File: config.mk
export PLATFORM = sky130hd
export DESIGN_NAME = div_sequencer
export DESIGN_NICKNAME = d
export VERILOG_FILES = /design/src/rtl/divseq_pkg.sv /design/src/rtl/divseq_step.sv /design/src/rtl/div_sequencer.sv
export SDC_FILE = /design/constraint.sdc
export NUM_CORES = 1
export LEC_CHECK = 0
export ABC_CLOCK_PERIOD_IN_PS = 5450
export BUFFER_PORTS_ARGS = -buffer_cell sky130_fd_sc_hd__buf_2
export CORE_AREA = 2 2 284 286
export DETAILED_ROUTE_END_ITERATION = 10
export DIE_AREA = 0 0 286 288
export PLACE_DENSITY = 0.54
export SLEW_MARGIN = 20
export SYNTH_ARGS = -nofsm -noshare
export SYNTH_HDL_FRONTEND = slang
export SYNTH_SLANG_ARGS = --single-unit
export TNS_END_PERCENT = 5
File: constraint.sdc
create_clock -name clk -period 5.45 [get_ports clk]
set_input_delay 0.2725 -clock clk [delete_from_list [all_inputs] [get_ports clk]]
set_output_delay 0.2725 -clock clk [all_outputs]
set_load 0.005 [all_outputs]
File: src/rtl/divseq_pkg.sv
// Shared types for the iterative divide/remainder sequencer: op encoding,
// FSM states and the W-variant operand width.
package divseq_pkg;

  typedef enum logic [1:0] {
    OP_DIV  = 2'd0,
    OP_DIVU = 2'd1,
    OP_REM  = 2'd2,
    OP_REMU = 2'd3
  } div_op_e;

  typedef enum logic [2:0] {
    S_IDLE,
    S_PREP,
    S_CALC,
    S_FIXUP,
    S_DONE
  } state_e;

  localparam int unsigned WORD_W = 32;

  function automatic logic is_signed_op(input div_op_e op);
    return (op == OP_DIV) || (op == OP_REM);
  endfunction

  function automatic logic is_rem_op(input div_op_e op);
    return (op == OP_REM) || (op == OP_REMU);
  endfunction

endpackage

File: src/rtl/divseq_step.sv
// One restoring-division step: shift in the next dividend bit, subtract the
// divisor when the partial remainder allows it, and emit the quotient bit.
module divseq_step #(
  parameter int unsigned W = 64
) (
  input  logic [W-1:0] rem_i,
  input  logic         msb_i,
  input  logic [W-1:0] divisor_i,
  output logic [W-1:0] rem_o,
  output logic         q_o
);

  logic [W:0] shifted;
  logic [W:0] diff;

  // rem_i < divisor_i always holds, so a non-negative diff fits in W bits
  // and bit W of diff is a clean borrow flag.
  always_comb begin
    shifted = {rem_i, msb_i};
    diff    = shifted - {1'b0, divisor_i};
    q_o     = ~diff[W];
    rem_o   = q_o ? diff[W-1:0] : shifted[W-1:0];
  end

endmodule

File: src/rtl/div_sequencer.sv
// Iterative radix-2 restoring divide/remainder unit with valid/ready request
// and result handshakes. Define DIVSEQ_EARLY_OUT_EN to skip iterations when
// |dividend| < |divisor|.
module div_sequencer
  import divseq_pkg::*;
#(
  parameter int unsigned XLEN = 64
) (
  input  logic            clk,
  input  logic            reset_n,
  input  logic            flush,
  input  logic            in_valid,
  output logic            in_ready,
  input  logic [1:0]      in_op,
  input  logic            in_word,
  input  logic [XLEN-1:0] in_dividend,
  input  logic [XLEN-1:0] in_divisor,
  input  logic [4:0]      in_dest,
  output logic            out_valid,
  input  logic            out_ready,
  output logic [XLEN-1:0] out_result,
  output logic [4:0]      out_dest,
  output logic            busy
);

  localparam int unsigned CW = $clog2(XLEN);
  localparam logic [XLEN-1:0] MIN_X = {1'b1, {(XLEN-1){1'b0}}};

  function automatic logic [XLEN-1:0] sext_w(input logic [WORD_W-1:0] v);
    return {{(XLEN-WORD_W){v[WORD_W-1]}}, v};
  endfunction

  function automatic logic [XLEN-1:0] zext_w(input logic [WORD_W-1:0] v);
    return {{(XLEN-WORD_W){1'b0}}, v};
  endfunction

  state_e          state_q, state_d;
  div_op_e         op_q, op_d;
  logic            word_q, word_d;
  logic [XLEN-1:0] a_q, a_d;
  logic [XLEN-1:0] b_q, b_d;
  logic [XLEN-1:0] rem_q, rem_d;
  logic [CW-1:0]   cnt_q, cnt_d;
  logic            qneg_q, qneg_d;
  logic            rneg_q, rneg_d;
  logic [4:0]      dest_q, dest_d;
  logic [XLEN-1:0] res_q, res_d;
  logic            out_valid_q, out_valid_d;
  logic            in_ready_q, in_ready_d;
  logic            busy_q, busy_d;

  logic            signed_op, rem_op;
  logic [XLEN-1:0] a_ext, b_ext, a_abs, b_abs, a_sx, a_load;
  logic            a_neg, b_neg, div_zero, ovf;
  logic [XLEN-1:0] q_fix, r_fix, sel_fix, fix_res;
  logic [XLEN-1:0] step_rem;
  logic            step_q;

  divseq_step #(.W(XLEN)) u_step (
    .rem_i     (rem_q),
    .msb_i     (a_q[XLEN-1]),
    .divisor_i (b_q),
    .rem_o     (step_rem),
    .q_o       (step_q)
  );

  // Operand conditioning for PREP; W-variant dividends are left-aligned so
  // the step always consumes a_q's MSB and the quotient lands in the low bits.
  always_comb begin
    signed_op = is_signed_op(op_q);
    rem_op    = is_rem_op(op_q);
    a_ext     = word_q ? (signed_op ? sext_w(a_q[WORD_W-1:0]) : zext_w(a_q[WORD_W-1:0])) : a_q;
    b_ext     = word_q ? (signed_op ? sext_w(b_q[WORD_W-1:0]) : zext_w(b_q[WORD_W-1:0])) : b_q;
    a_neg     = signed_op & a_ext[XLEN-1];
    b_neg     = signed_op & b_ext[XLEN-1];
    a_abs     = a_neg ? -a_ext : a_ext;
    b_abs     = b_neg ? -b_ext : b_ext;
    a_sx      = word_q ? sext_w(a_q[WORD_W-1:0]) : a_q;
    a_load    = word_q ? (a_abs << (XLEN - WORD_W)) : a_abs;
    div_zero  = word_q ? (b_q[WORD_W-1:0] == '0) : (b_q == '0);
    ovf       = signed_op &
                (word_q ? ((a_q[WORD_W-1:0] == {1'b1, {(WORD_W-1){1'b0}}}) && (b_q[WORD_W-1:0] == '1))
                        : ((a_q == MIN_X) && (b_q == '1)));
    q_fix     = qneg_q ? -a_q : a_q;
    r_fix     = rneg_q ? -rem_q : rem_q;
    sel_fix   = rem_op ? r_fix : q_fix;
    fix_res   = word_q ? sext_w(sel_fix[WORD_W-1:0]) : sel_fix;
  end

  always_comb begin
    state_d = state_q;
    op_d    = op_q;
    word_d  = word_q;
    a_d     = a_q;
    b_d     = b_q;
    rem_d   = rem_q;
    cnt_d   = cnt_q;
    qneg_d  = qneg_q;
    rneg_d  = rneg_q;
    dest_d  = dest_q;
    res_d   = res_q;

    case (state_q)
      S_IDLE: begin
        if (in_valid) begin
          op_d    = div_op_e'(in_op);
          word_d  = in_word;
          a_d     = in_dividend;
          b_d     = in_divisor;
          dest_d  = in_dest;
          state_d = S_PREP;
        end
      end
      S_PREP: begin
        qneg_d = a_neg ^ b_neg;
        rneg_d = a_neg;
        a_d    = a_load;
        b_d    = b_abs;
        rem_d  = '0;
        cnt_d  = word_q ? CW'(WORD_W - 1) : CW'(XLEN - 1);
        if (div_zero) begin
          res_d   = rem_op ? a_sx : '1;
          state_d = S_DONE;
        end else if (ovf) begin
          res_d   = rem_op ? '0 : a_sx;
          state_d = S_DONE;
`ifdef DIVSEQ_EARLY_OUT_EN
        end else if (a_abs < b_abs) begin
          res_d   = rem_op ? a_sx : '0;
          state_d = S_DONE;
`endif
        end else begin
          state_d = S_CALC;
        end
      end
      S_CALC: begin
        rem_d = step_rem;
        a_d   = {a_q[XLEN-2:0], step_q};
        if (cnt_q == '0) begin
          state_d = S_FIXUP;
        end else begin
          cnt_d = cnt_q - 1'b1;
        end
      end
      S_FIXUP: begin
        res_d   = fix_res;
        state_d = S_DONE;
      end
      S_DONE: begin
        if (out_ready) begin
          state_d = S_IDLE;
        end
      end
      default: state_d = S_IDLE;
    endcase

    if (flush) begin
      state_d = S_IDLE;
    end

    in_ready_d  = (state_d == S_IDLE);
    busy_d      = (state_d != S_IDLE);
    out_valid_d = (state_d == S_DONE);
  end

  always_ff @(posedge clk or negedge reset_n) begin
    if (!reset_n) begin
      state_q     <= S_IDLE;
      op_q        <= OP_DIV;
      word_q      <= 1'b0;
      a_q         <= '0;
      b_q         <= '0;
      rem_q       <= '0;
      cnt_q       <= '0;
      qneg_q      <= 1'b0;
      rneg_q      <= 1'b0;
      dest_q      <= '0;
      res_q       <= '0;
      out_valid_q <= 1'b0;
      in_ready_q  <= 1'b1;
      busy_q      <= 1'b0;
    end else begin
      state_q     <= state_d;
      op_q        <= op_d;
      word_q      <= word_d;
      a_q         <= a_d;
      b_q         <= b_d;
      rem_q       <= rem_d;
      cnt_q       <= cnt_d;
      qneg_q      <= qneg_d;
      rneg_q      <= rneg_d;
      dest_q      <= dest_d;
      res_q       <= res_d;
      out_valid_q <= out_valid_d;
      in_ready_q  <= in_ready_d;
      busy_q      <= busy_d;
    end
  end

  assign in_ready   = in_ready_q;
  assign busy       = busy_q;
  assign out_valid  = out_valid_q;
  assign out_result = res_q;
  assign out_dest   = dest_q;

endmodule

=== Word level (Yosys, flattened, before mapping) ===
Index checks and enable logic that the tools add are counted.

* Equality and inequality tests: 14
* Reduce and logical (&&, ||, !) cells: 20
* Bitwise logic cells: 5
* Add/sub/neg operators: 6
* Multiplexer cells: 35

{| class="wikitable"
|+ Operators by type and width
! cell !! number
|-
| two-way mux 64 bit || 19
|-
| case mux 64 bit (2 select lines) || 3
|-
| negator 64 bit || 4
|-
| case mux 64 bit (3 select lines) || 1
|-
| equality test 64 bit, second input constant || 2
|-
| subtractor 65 x 64 -> 65 bit || 1
|-
| equality test 32 bit, second input constant || 2
|-
| zero test 64 bit || 1
|-
| zero test 32 bit || 1
|-
| two-way mux 3 bit || 6
|-
| case mux 3 bit (5 select lines) || 1
|-
| two-way mux 6 bit || 2
|-
| case mux 6 bit (2 select lines) || 1
|-
| AND reduction 2 bit || 5
|-
| equality test 3 x 2 -> 1 bit, second input constant || 2
|-
| equality test 3 bit, second input constant || 2
|-
| zero test 3 bit || 2
|-
| zero test 6 bit || 1
|-
| nonzero test 2 bit || 3
|-
| nonzero test 3 bit || 2
|-
| subtractor 6 x 1 -> 6 bit, second input constant || 1
|-
| equality test 2 bit, second input constant || 2
|-
| != test 2 bit, second input constant || 2
|-
| bitwise AND 1 bit || 3
|-
| 8 further kinds || 11
|}

* Word-level logic and storage cells: 94
* Input port bits: 141
* Register bits after elaboration: 278
* Output and inout port bits: 72

=== Logic depth before layout (Yosys ltp) ===
* Depth in word-level cells: 9
* Mapped depth: 17
* Depth with buffers taken out: 13

=== Hierarchy ===
From an unflattened synthesis, not the netlist that was laid out.

* Cell total of the unflattened synthesis: 3277
* Area, all modules: 26098.8 µm²

{| class="wikitable"
|+ By module, submodules not included
! module !! cells each !! instances !! seq. area each (µm²) !! area an instance (µm²)
|-
| div_sequencer || 2555 || 1 || 6957.9 || 20928.8
|-
| divseq_step || 722 || 1 || 0.0 || 5170.0
|}

=== Worst setup path before layout ===
OpenSTA, ideal clock, no wires.

* Path kind: flip-flop to flip-flop
* From: reg a_q[0]
* To: reg res_q[19], in the netlist out_result[19]
* Arrival time: 3.587 ns
* Data required time: 5.324 ns
* Setup time: 0.126 ns
* Setup slack: 1.737 ns
* Cell stages (with the launch flop): 15
* Path buffers: 4
* Clock period less this slack: 3.713 ns
* Cells stage by stage: dfrtp_1 clkbuf_1 inv_1 ha_1 or3b_1 clkbuf_1 or4_1 clkbuf_1 or4_4 or3_4 o21ai_1 a21o_2 o21ai_4 buf_6 a221o_1

* Longest elaborated chain between the ends: 6
* Elaborated cells on any way between the ends: 13
* Classes of those cells: add/sub: 1; eq/ne: 3; mux: 5; bitwise: 1; reduce/logical: 3

{| class="wikitable"
|+ RTL lines
! element !! line !! source
|-
| start: declaration || div_sequencer.sv:40 || <nowiki>logic [XLEN-1:0] a_q, a_d;</nowiki>
|-
| start signal: assignment || div_sequencer.sv:171 || <nowiki>a_q <= '0;</nowiki>
|-
| start signal: assignment || div_sequencer.sv:186 || <nowiki>a_q <= a_d;</nowiki>
|-
| branches (longest 6 deep; another with negator 64 bit) || n/a ||
|-
| end signal: assignment || div_sequencer.sv:193 || <nowiki>res_q <= res_d;</nowiki>
|-
| end: declaration || div_sequencer.sv:47 || <nowiki>logic [XLEN-1:0] res_q, res_d;</nowiki>
|}

Parallel ways; which one is timed is not known.
A chain may end at the register's enable or synchronous reset.

=== Worst setup path in the final report ===
* From: reg b_q[34]
* To: reg out_valid_q, in the netlist out_valid

* Longest elaborated chain between the ends: 9
* Elaborated cells on any way between the ends: 11
* Classes of those cells: eq/ne: 2; mux: 6; bitwise: 1; reduce/logical: 2

{| class="wikitable"
|+ RTL lines
! element !! line !! source
|-
| start: declaration || div_sequencer.sv:41 || <nowiki>logic [XLEN-1:0] b_q, b_d;</nowiki>
|-
| start signal: assignment || div_sequencer.sv:172 || <nowiki>b_q <= '0;</nowiki>
|-
| start signal: assignment || div_sequencer.sv:187 || <nowiki>b_q <= b_d;</nowiki>
|-
| equality test 64 bit || div_sequencer.sv:83 || <nowiki>: ((a_q == MIN_X) && (b_q == '1)));</nowiki>
|-
| logical AND 1 bit || div_sequencer.sv:83 ||
|-
| two-way mux 1 bit || div_sequencer.sv:82 || <nowiki>(word_q ? ((a_q[WORD_W-1:0] == {1'b1, {(WORD_W-1){1'b0}}}) && (b_q[WORD_W-1:0] == '1))</nowiki>
|-
| bitwise AND 1 bit || div_sequencer.sv:81 || <nowiki>ovf = signed_op &</nowiki>
|-
| two-way mux 3 bit || div_sequencer.sv:124 || <nowiki>end else if (ovf) begin</nowiki>
|-
| two-way mux 3 bit (*) || div_sequencer.sv:121 || <nowiki>if (div_zero) begin</nowiki>
|-
| case mux 3 bit (5 select lines) (*) || div_sequencer.sv:103 || <nowiki>case (state_q)</nowiki>
|-
| two-way mux 3 bit (*) || div_sequencer.sv:157 || <nowiki>if (flush) begin</nowiki>
|-
| equality test 3 bit (*) || div_sequencer.sv:163 || <nowiki>out_valid_d = (state_d == S_DONE);</nowiki>
|-
| net out_valid_d || div_sequencer.sv:48 || <nowiki>logic out_valid_q, out_valid_d;</nowiki>
|-
| end signal: assignment || div_sequencer.sv:194 || <nowiki>out_valid_q <= out_valid_d;</nowiki>
|-
| end: declaration || div_sequencer.sv:48 ||
|}

The timed path passes the listed nets; every way through them passes the cells marked *.

==> results.toml <==
[worst_hold_path]
hold_path.class = "primary input to flip-flop"

[yosys]
synth_most_common_cell = "nand2_1"
yosys.area.top_type = "dfrtp_1"
synthTopCellsByArea = "dfrtp_1 (28%), a21oi_1 (7.2%), o21ai_0 (6.9%)"
synth_xor_area_share_pct = 8.52
synth_top_area_share_pct = 28.4
synth_compound_area_share_pct = 30.4
yosys_warnings = 0
synth_top_family_by_area = "compound AO/OA/AOI/OAI gates"
postSynthCellCount = 3316
synth_mux_area_share_pct = 0.950
synthAdderAreaFrac_pct = 4.66
synthTopCellsByCount = "nand2_1 (435), a21oi_1 (349), o21ai_0 (336)"
synth_edf_count = 0
yosysSeqAreaShare_pct = 28.5
synth_flop_cell = "dfrtp_1"
synth.net_count = 3528
synth_simple_gate_area_share_pct = 20.8
synth.avg_cell_area_um2 = 7.35
synth_async_sr_flop_share_pct = 100
yosysUniqueCellTypes = 94
syn_area_mm2 = 0.0244
ys_ff_latch = 278

[flow_run]
maxCapViolations = 0

[sta]
relSlewSlack_pct = 22.3
max_freq_mhz = 209
final_max_slew_viol_count = 0
skew_ns = 0.0178
finalSetupViolations = 0
min_period_ns = 4.79
timing.final.crit_share_pct = 87.8
rsz0062_at_grt = "no"
finalSetupTns_ns = 0
finalHoldViolCount = 0
worst_pin_slew_ns = 1.15

[power_and_ir_drop]
irDropWorstVdd_mv = 0.270
p_int_mw = 5.99
p_per_area_mw_per_mm2 = 419
switching_share_pct = 48.9
power.net_switching_mw = 5.73
power_leakage_nw = 11.5
p_seq_share_pct = 31.5
combPwrFrac_pct = 47.1
clkPwrFrac_pct = 21.4

[final_layout]
nets = 3633
synthToLayoutAreaGrowth_pct = 14.9
n_fill_cell = 8627
drive_gt1_share_pct = 11.3
final_core_util_pct = 35.2

[floorplanning]
core_mm2 = 0.0796
io-pin-count = 213
die_area_mm2 = 0.0824
placementRows = 104
die_w_um = 286
initial_core_util_pct = 30.6
die_h_um = 288

[placement]
portBuffers = 212
globalplace.congestion = 1.00
hpwlAfterDp_um = 87300

[grt]
grt_first_pass_wirelength_um = 170000
antenna_found_initial = 4
grt_usage_pct = 27.3
grt_overflow_total = 0
grt_pass1_vias = 25400
grt_start_max_net_pins = 149

[clock_tree]
clk_pin_slew_ns = 0.06
cts_buffers = 38
root_buffer = "clkbuf_16"
htreeDepth = 2
cts_tree = "built"
cts_setup_buffers = 0
cts.sinks = 278
clk_latency_ns = 0.58
cts_buffer_depth = 3

[route]
first_iter_violations = 3076
drt-pass1-iter-count = 7
wl_um = 116000
drc = 0
num_vias = 26900
detail-route-antenna-nets = 0
drt-vias-per-instance = 5.95
wire_per_inst_um = 25.7

[setup_path]
cp_max_fo = 32
cp.required_ns = 5.96
arrival_ns = 5.29
startpoint_type = "flip-flop"
regToRegSetupSlack_ns = 0.66
critPathCaptureType = "flip-flop"
crit_type = "flip-flop to flip-flop"

[outcome]
status = "finished clean"
[power by group through the flow]
stage | clock (mW) | sequential, mW | combinational, mW
3_3_place_gp | 0 | 3.69 | 5.37
3_5_place_dp | 0 | 3.69 | 5.36
4_1_cts | 2.54 | 3.65 | 5.42
5_1_grt | 2.62 | 3.75 | 5.94
6_report | 2.51 | 3.69 | 5.52
2_1_floorplan | 0 | 2.98 | 3.84
[cell families (layout without fill, tap and decap cells)]
group,after synthesis,in the layout
AOI/OAI and AO/OA,1201,1201
and+or+nand+nor,1100,1100
buffers and inverters,382,513
DFF,278,278
xor gates and xnor gates,237,237
adders and majority gates,95,95
muxes,23,23
other,0,2
[timing repair]
item	4_1_cts	5_1_grt
hold buffers	54	0
hold endpoints to repair	120	0
gates resized for setup	0	0
[routing by layer]
layer / share of wire (%) / GRT usage (%) / up-vias
li1: - / - / 12300
met1: 41 / 34.9 / 13000
met2: 46 / 44.8 / 1317
met3: 6.9 / 3.33 / 287
met4: 6.2 / 15.2 / 2
met5: 0.011 / 0 / -
[final cells by class]
| class | instances | area [um^2] | area share [%] |
|---|---|---|---|
| multi-input combinational | 2656 | 16000 | 57.1 |
| sequential | 278 | 6960 | 24.9 |
| timing repair buffer | 323 | 2060 | 7.37 |
| tap | 1060 | 1330 | 4.74 |
| clock buffer | 56 | 1120 | 4.01 |
| inverter | 124 | 465 | 1.66 |
| clock inverter | 10 | 65.1 | 0.232 |
| antenna | 2 | 5.00 | 0.0179 |
[worst paths after layout]
path,from,to,cells after the start
worst min register to register,out_result[28],out_result[28],2
worst max-delay path,b_q[34],out_valid,9
max in group asynchronous,reset_n,rem_q[10],3
worst min-delay path,in_dividend[52],a_q[52],3
worst max register to register,b_q[34],out_valid,9
min in group asynchronous,reset_n,a_q[17],2
[cells in the final DEF (no fill, tap or decap), types with 41 or more instances in the layout]
cell type,netlist,final
xnor2_1,136,136
nor3_1,70,69
a31oi_1,59,59
buf_4,4,55
dfrtp_1,277,274
nand2_1,435,433
o211ai_1,53,53
xor2_1,101,101
buf_2,12,211
o21ai_0,336,336
clkbuf_16,0,41
a21oi_1,349,349
dlygate4sd3_1,0,54
o22ai_1,59,59
nand3_1,49,49
nand4_1,49,49
ha_1,70,70
nor2_1,286,283
o31ai_1,59,59
inv_1,121,121
[flip-flops by register name, indices dropped and copies added (netlist names), 2 cells and up]
name	flops
a_q	64
b_q	64
out_result	64
rem_q	64
cnt_q	6
out_dest	5
state_q	3
op_q	2
[critical path, cell delays in order, from the launching register on]
cell           delay [ns]
dfrtp_1              0.46
nor4_1               0.43
and2_1               0.29
nand2_1              0.17
o41ai_1              1.06
nor4b_2              0.90
a21o_2               0.24
o21ai_4              0.30
a21oi_1              0.28
dlygate4sd3_1        0.58
[through the flow]
| step | power (mW) | cell area, um^2 | worst slack [ns] | hold slack (ns) | cells |
|---|---|---|---|---|---|
| finish | 11.7 | 28000 | 0.664 | 0.0117 | 4509 |
| global route | 12.3 | 28000 | 0.502 | 0.00846 | 4508 |
| detailed placement | 9.04 | 26300 | 0.839 | 0.276 | 4387 |
| floorplan | 6.82 | 24400 | 1.74 | -0.0231 | 3316 |
| CTS | 11.6 | 28000 | 0.810 | 0.00375 | 4507 |
| global placement | 9.06 | 26300 | 0.622 | 0.279 | 4387 |
Power figures use the tool's default switching activity.
